`config.mk`:
```
export PLATFORM = sky130hd
export DESIGN_NAME = mem_port_arbiter_flat
export DESIGN_NICKNAME = d
export VERILOG_FILES = /design/src/rtl/mem_port_arbiter_if.sv /design/src/rtl/mem_port_arbiter.sv /design/src/flat_wrapper.sv
export SDC_FILE = /design/constraint.sdc
export NUM_CORES = 1
export LEC_CHECK = 0
export ABC_AREA = 1
export CAP_MARGIN = 20
export CORE_MARGIN = 5
export CORE_UTILIZATION = 43
export CTS_CLUSTER_DIAMETER = 60
export DETAILED_ROUTE_END_ITERATION = 6
export PLACE_DENSITY_LB_ADDON = 0.3
export SYNTH_ARGS = -nofsm -noshare
export SYNTH_HDL_FRONTEND = slang
export SYNTH_SLANG_ARGS = --single-unit
```
`constraint.sdc`:
```
create_clock -name clock -period 2.9 [get_ports clock]
set_input_delay 0.435 -clock clock [delete_from_list [all_inputs] [get_ports clock]]
set_output_delay 0.435 -clock clock [all_outputs]
set_load 0.03 [all_outputs]
```
`src/rtl/mem_port_arbiter_if.sv`:
```
// rtl/mem_port_arbiter_if.sv - fetch, data and memory bus bundle for mem_port_arbiter
// Purpose: carries the fetch request/ack, data request/ack and unified memory
//          port handshakes between the arbiter and its environment.
// Signals: ins_req/ins_addr -> ins_ack/ins_rdata      (fetch path)
//          data_req/data_we/data_addr/data_wdata -> data_ack/data_rdata
//          mem_req/mem_we/mem_addr/mem_wdata -> mem_ack/mem_rdata
// Modports: master = requesters plus backing memory, slave = arbiter.
interface mem_port_arbiter_if #(
  parameter int ADDR_W = 32,
  parameter int DATA_W = 32
);
  logic              ins_req;
  logic [ADDR_W-1:0] ins_addr;
  logic              ins_ack;
  logic [DATA_W-1:0] ins_rdata;
  logic              data_req;
  logic              data_we;
  logic [ADDR_W-1:0] data_addr;
  logic [DATA_W-1:0] data_wdata;
  logic              data_ack;
  logic [DATA_W-1:0] data_rdata;
  logic              mem_req;
  logic              mem_we;
  logic [ADDR_W-1:0] mem_addr;
  logic [DATA_W-1:0] mem_wdata;
  logic              mem_ack;
  logic [DATA_W-1:0] mem_rdata;

  modport master (
    output ins_req, ins_addr, data_req, data_we, data_addr, data_wdata,
           mem_ack, mem_rdata,
    input  ins_ack, ins_rdata, data_ack, data_rdata,
           mem_req, mem_we, mem_addr, mem_wdata
  );

  modport slave (
    input  ins_req, ins_addr, data_req, data_we, data_addr, data_wdata,
           mem_ack, mem_rdata,
    output ins_ack, ins_rdata, data_ack, data_rdata,
           mem_req, mem_we, mem_addr, mem_wdata
  );
endinterface

```
`src/rtl/mem_port_arbiter.sv`:
```
// rtl/mem_port_arbiter.sv - round-robin fetch/data arbiter onto one memory port
// Purpose: shares a single variable-latency memory port between the fetch
//          and data paths; alternates grants under contention.
// Ports:   clock, reset_n (synchronous, active low)
//          bus   : mem_port_arbiter_if.slave (fetch, data and memory handshakes)
//          busy  : high while a transaction is in ISSUE or RESP
//          error : sticky timeout flag
// Option:  MEM_ARB_TIMEOUT_EN enables the ISSUE timeout of TIMEOUT_CYCLES
//          cycles; without it ISSUE waits forever and error is 0.
module mem_port_arbiter #(
  parameter int ADDR_W         = 32,
  parameter int DATA_W         = 32,
  parameter int TIMEOUT_CYCLES = 255
) (
  input  logic              clock,
  input  logic              reset_n,
  mem_port_arbiter_if.slave bus,
  output logic              busy,
  output logic              error
);

  // The timeout counter is 8 bits wide, so only 1..255 is meaningful.
  if (TIMEOUT_CYCLES < 1 || TIMEOUT_CYCLES > 255) begin : gTimeoutRange
    $error("TIMEOUT_CYCLES must be in 1..255");
  end

  typedef enum logic [1:0] {
    IDLE  = 2'd0,
    ISSUE = 2'd1,
    RESP  = 2'd2
  } state_t;

  state_t            state;
  state_t            nextState;
  logic              grant;
  logic              grantData;     // 1 = data path wins this grant
  logic              ownerData;     // owner of the transaction in flight
  logic              lastOwnerData; // owner of the last completed transaction
  logic              memWe;
  logic [ADDR_W-1:0] memAddr;
  logic [DATA_W-1:0] memWdata;
  logic [DATA_W-1:0] insRdata;
  logic [DATA_W-1:0] dataRdata;

`ifdef MEM_ARB_TIMEOUT_EN
  logic [7:0] waitCount;
  logic       timeoutHit;
  logic       errorFlag;

  // A same-cycle mem_ack beats the count match.
  assign timeoutHit = (state == ISSUE) && !bus.mem_ack &&
                      (waitCount == 8'(TIMEOUT_CYCLES));
`endif

  always_ff @(posedge clock) begin
    if (!reset_n) state <= IDLE;
    else          state <= nextState;
  end

  always_comb begin
    nextState = state;
    grant     = 1'b0;
    grantData = 1'b0;
    case (state)
      IDLE: begin
        if (bus.ins_req || bus.data_req) begin
          grant = 1'b1;
          // Under contention the side that was not served last wins.
          grantData = bus.data_req && (!bus.ins_req || !lastOwnerData);
          nextState = ISSUE;
        end
      end
      ISSUE: begin
        if (bus.mem_ack) nextState = RESP;
`ifdef MEM_ARB_TIMEOUT_EN
        else if (timeoutHit) nextState = RESP;
`endif
      end
      RESP:    nextState = IDLE;
      default: nextState = IDLE;
    endcase
  end

  always_ff @(posedge clock) begin
    if (!reset_n) begin
      ownerData     <= 1'b0;
      lastOwnerData <= 1'b1;
      memWe         <= 1'b0;
      memAddr       <= '0;
      memWdata      <= '0;
      insRdata      <= '0;
      dataRdata     <= '0;
`ifdef MEM_ARB_TIMEOUT_EN
      waitCount     <= 8'd0;
      errorFlag     <= 1'b0;
`endif
    end else begin
      case (state)
        IDLE: begin
          if (grant) begin
            ownerData <= grantData;
            memAddr   <= grantData ? bus.data_addr : bus.ins_addr;
            memWe     <= grantData && bus.data_we;
            memWdata  <= grantData ? bus.data_wdata : '0;
`ifdef MEM_ARB_TIMEOUT_EN
            waitCount <= 8'd0;
`endif
          end
        end
        ISSUE: begin
          if (bus.mem_ack) begin
            // Captured even on writes; the requester ignores it then.
            if (ownerData) dataRdata <= bus.mem_rdata;
            else           insRdata  <= bus.mem_rdata;
            lastOwnerData <= ownerData;
          end
`ifdef MEM_ARB_TIMEOUT_EN
          else if (timeoutHit) begin
            if (ownerData) dataRdata <= DATA_W'(32'hDEADBEEF);
            else           insRdata  <= DATA_W'(32'hDEADBEEF);
            lastOwnerData <= ownerData;
            errorFlag     <= 1'b1;
          end else begin
            waitCount <= waitCount + 8'd1;
          end
`endif
        end
        default: ;
      endcase
    end
  end

  // Every output is a register or a decode of registered state only.
  assign bus.mem_req    = (state == ISSUE);
  assign bus.mem_we     = memWe;
  assign bus.mem_addr   = memAddr;
  assign bus.mem_wdata  = memWdata;
  assign bus.ins_ack    = (state == RESP) && !ownerData;
  assign bus.data_ack   = (state == RESP) && ownerData;
  assign bus.ins_rdata  = insRdata;
  assign bus.data_rdata = dataRdata;
  assign busy           = (state != IDLE);

`ifdef MEM_ARB_TIMEOUT_EN
  assign error = errorFlag;
`else
  assign error = 1'b0;
`endif

endmodule

```
`src/flat_wrapper.sv`:
```
// flat-port wrapper written by rule: the top's interface ports become plain ports
module mem_port_arbiter_flat 
#(
  parameter int ADDR_W         = 32,
  parameter int DATA_W         = 32,
  parameter int TIMEOUT_CYCLES = 255
)
  (clock, reset_n, busy, error, bus_ins_req, bus_ins_addr, bus_data_req, bus_data_we, bus_data_addr, bus_data_wdata, bus_mem_ack, bus_mem_rdata, bus_ins_ack, bus_ins_rdata, bus_data_ack, bus_data_rdata, bus_mem_req, bus_mem_we, bus_mem_addr, bus_mem_wdata);
  mem_port_arbiter_if #(.ADDR_W(ADDR_W), .DATA_W(DATA_W)) bus_i ();
  input  logic clock;
  input  logic reset_n;
  output logic busy;
  output logic error;
  input wire logic [$bits(bus_i.ins_req)-1:0] bus_ins_req;
  input wire logic [$bits(bus_i.ins_addr)-1:0] bus_ins_addr;
  input wire logic [$bits(bus_i.data_req)-1:0] bus_data_req;
  input wire logic [$bits(bus_i.data_we)-1:0] bus_data_we;
  input wire logic [$bits(bus_i.data_addr)-1:0] bus_data_addr;
  input wire logic [$bits(bus_i.data_wdata)-1:0] bus_data_wdata;
  input wire logic [$bits(bus_i.mem_ack)-1:0] bus_mem_ack;
  input wire logic [$bits(bus_i.mem_rdata)-1:0] bus_mem_rdata;
  output wire logic [$bits(bus_i.ins_ack)-1:0] bus_ins_ack;
  output wire logic [$bits(bus_i.ins_rdata)-1:0] bus_ins_rdata;
  output wire logic [$bits(bus_i.data_ack)-1:0] bus_data_ack;
  output wire logic [$bits(bus_i.data_rdata)-1:0] bus_data_rdata;
  output wire logic [$bits(bus_i.mem_req)-1:0] bus_mem_req;
  output wire logic [$bits(bus_i.mem_we)-1:0] bus_mem_we;
  output wire logic [$bits(bus_i.mem_addr)-1:0] bus_mem_addr;
  output wire logic [$bits(bus_i.mem_wdata)-1:0] bus_mem_wdata;
  assign bus_i.ins_req = bus_ins_req;
  assign bus_i.ins_addr = bus_ins_addr;
  assign bus_i.data_req = bus_data_req;
  assign bus_i.data_we = bus_data_we;
  assign bus_i.data_addr = bus_data_addr;
  assign bus_i.data_wdata = bus_data_wdata;
  assign bus_i.mem_ack = bus_mem_ack;
  assign bus_i.mem_rdata = bus_mem_rdata;
  assign bus_ins_ack = bus_i.ins_ack;
  assign bus_ins_rdata = bus_i.ins_rdata;
  assign bus_data_ack = bus_i.data_ack;
  assign bus_data_rdata = bus_i.data_rdata;
  assign bus_mem_req = bus_i.mem_req;
  assign bus_mem_we = bus_i.mem_we;
  assign bus_mem_addr = bus_i.mem_addr;
  assign bus_mem_wdata = bus_i.mem_wdata;
  mem_port_arbiter #(.ADDR_W(ADDR_W), .DATA_W(DATA_W), .TIMEOUT_CYCLES(TIMEOUT_CYCLES)) u_core (.clock(clock), .reset_n(reset_n), .bus(bus_i), .busy(busy), .error(error));
endmodule
```
==> flow_summary_export.csv <==
group,metric,value,unit
status,status,"finished clean",
cts,cts_buffer_depth,2,
cts,cts_max_level,4,
cts,ctsHoldBuffers,0,
power,pwr-share-comb,0.192,
routing,viasPerCell,4.80,
logic_synthesis,syn_area,0.00532,sq mm
critical_path,cp-end-kind,"output port",
logic_synthesis,yosys_register_bits,133,
final_layout,drive_gt1_frac,0.0497,
routing,wl,16800,um
cts,clk_latency,410,ps
place,dpl.hpwl,11900,um
min_path,min_path_type,"reg2reg",
critical_path,reg2reg_from,"u_core.lastOwnerData",
critical_path,crit_chain,"inv_2 > nor3_1 > clkdlybuf4s50_1",
critical_path,cp_top_family,"buffers and inverters",
timing,tightestPinTransition,937,ps
logic_synthesis,synthDistinctLibCells,21,
final_layout,antenna_cells,0,
min_path,whs_path_depth,2,
critical_path,crit_slowest_cell,"clkdlybuf4s50_1",
critical_path,max_stage_delay,740,ps
routing,dr.pass1.iters,6,
power,p_switching,1380,uW
cts,cts_made_buffers,17,
floorplan,die_w,121,um
timing,fin_setup_tns,0,ps
timing,slew_viol_final,0,
critical_path,crit_type,"reg2out",
timing,period_needed,2200,ps
grt,grt_pass1_wl,26100,um
place,dp_slack,705,ps
power,switching_share,0.267,
place,port-buffer-count,266,
critical_path,r2r_cells,6,
floorplan,design.die.area,0.0147,sq mm
power,power_density,600,mW/mm^2
cts,clk_pin_slew,60,ps
grt,first_global_vias,5223,
critical_path,cp.arrival,1760,ps
power,p_leak,0.00346,uW
cts,postCtsSetupRepairBufs,0,
critical_path,critPathLaunch,"u_core.state[1]",
timing,hold_violations,0,
floorplan,initial_core_util,0.441,
critical_path,crit_buf_inv,2,
timing,finalSetupViolations,0,
power,seqPwrFrac,0.387,
logic_synthesis,avgSynthCellArea,7.27,sq um
timing,setup_slack,701,ps
cts,clockRootBuffer,"clkbuf_16",
timing,slew_headroom,0.375,
routing,vias,5529,
floorplan,die_h,121,um
routing,ant_nets,0,
job,drv_cap,0,
timing,skew,9.43,ps
critical_path,cp.required,2470,ps
final_layout,areaGrowthSynthToFinish,61.3,%
grt,grt_max_degree,65,
floorplan,rows,40,
critical_path,start_kind,"register",
logic_synthesis,synth_cells,732,
routing,drt_iter0_drc,401,
power,intPower,3770,uW
power,p_clk_frac,0.422,
critical_path,ff2ff_setup_slack,1260,ps
timing,maxClockFrequency,0.455,GHz
critical_path,r2r_end,"u_core.bus.mem_addr[2]",
final_layout,finalNetCount,1107,
floorplan,io_pins,268,
cts,cts_sinks,133,
timing,period_share,0.758,
logic_synthesis,ys_seq_area_frac,0.500,
power,peakVddDrop,0.426,mV
routing,wl_per_cell,14.6,um
cts,cts-resized-gates,0,
grt,gr-total-overflow,0,
floorplan,fp.coreArea,0.0121,sq mm
min_path,min_from,"u_core.bus.data_rdata[22]",
logic_synthesis,synth_nets,866,
logic_synthesis,yosysWarnings,0,
timing,rsz0062_at_grt,"no",
routing,drc,0,
critical_path,worstPathMaxFanout,4,
cts,cts_tree,"yes",
min_path,hold_end,"u_core.bus.data_rdata[22]",
grt,track_usage,0.223,
place,place_congestion,0.832,
grt,antenna_found_initial,0,
[placed cells by master (no fill, tap or decap)]
master,n
o21ai_0,2
clkinv_4,1
clkinv_2,5
buf_4,8
nand3_2,1
nor2_4,2
conb_1,1
nand2_2,1
a21oi_1,129
nor3_1,1
clkbuf_8,3
bufinv_16,3
nor2_2,2
clkdlybuf4s50_1,266
nand3_1,67
nand4_1,2
inv_1,65
and3_1,1
nor2_1,6
clkinvlp_4,1
dfxtp_1,133
inv_2,4
buf_12,1
clkbuf_1,2
o21ai_1,28
clkbuf_16,17
nand2_1,233
[through the flow]
step / instances / utilization / hold WS, ps / cell area [sq um] / power, uW
3_5_place_dp: 1122 / 0.662 / 451 / 7990 / 3020
3_3_place_gp: 1122 / 0.662 / 449 / 7990 / 3010
5_1_grt: 1153 / 0.712 / 474 / 8590 / 5350
6_report: 1153 / 0.712 / 458 / 8590 / 5150
4_1_cts: 1153 / 0.712 / 460 / 8590 / 5190
2_1_floorplan: 732 / - / 429 / 5320 / 2560
[Yosys cell counts, drive strengths merged]
library cell | count | area, sq um
nand4 | 2 | 12.5
o21ai | 30 | 150
nor2 | 10 | 52.6
buf | 36 | 233
a21oi | 129 | 646
and3 | 1 | 6.26
nor3 | 1 | 5.00
dfxtp | 133 | 2660
nand2 | 234 | 881
clkbuf | 17 | 63.8
inv | 70 | 263
conb | 1 | 3.75
nand3 | 68 | 345
[flip-flops by register name (all words and copies together) (netlist names)]
signal / count
u_core.bus.mem_wdata: 32
u_core.lastOwnerData: 1
u_core.bus.data_rdata: 32
u_core.bus.mem_we: 1
u_core.bus.ins_rdata: 32
u_core.bus.mem_addr: 32
u_core.state: 2
u_core.ownerData: 1
[power groups by stage]
| stage | combinational (uW) | sequential, uW | clock [uW] |
|---|---|---|---|
| floorplan | 346 | 2220 | 0 |
| finish | 988 | 1990 | 2170 |
| global route | 1070 | 2000 | 2280 |
| CTS | 998 | 1990 | 2200 |
| global placement | 989 | 2020 | 0 |
| detailed placement | 995 | 2030 | 0 |
[worst min-delay path: cells and delay by family (launching register included)]
family           cells  cell delay (ps)
flip-flops           1              310
AND/OR/NAND/NOR      1               60
AO/OA/AOI/OAI        1               50
[routing by layer]
layer	up-vias	wire length, um	track usage
met5	-	0	0
met4	0	433	0.0966
met3	31	1790	0.0960
met2	224	8030	0.363
met1	2457	6580	0.256
li1	2817	-	-
[how the worst max path moves through the flow]
stage,depth (start not counted),to
2_1_floorplan,2,bus_ins_ack
4_1_cts,3,bus_ins_ack
3_5_place_dp,7,u_core.bus.mem_addr[2]
5_1_grt,3,bus_ins_ack
6_report,3,bus_ins_ack
3_3_place_gp,6,u_core.bus.mem_addr[1]
[cell families (layout without fill, tap and decap cells)]
| group | count (synthesis) | in the layout | share of synthesized area |
|---|---|---|---|
| simple gates | 316 | 316 | 0.245 |
| compound gates | 159 | 159 | 0.149 |
| flops | 133 | 133 | 0.500 |
| buf+inv | 123 | 376 | 0.105 |
| other cells | 1 | 1 | 0.000704 |
[final cells by class]
class / instances / area (sq um)
Sequential cell: 133 / 2660
Inverter: 70 / 264
Clock buffer: 22 / 474
Multi-Input combinational cell: 476 / 2110
Timing Repair Buffer: 275 / 2740
Tap cell: 168 / 210
Clock inverter: 9 / 126
Fill cell: 987 / 3470
(Power assumes the default switching activity.)
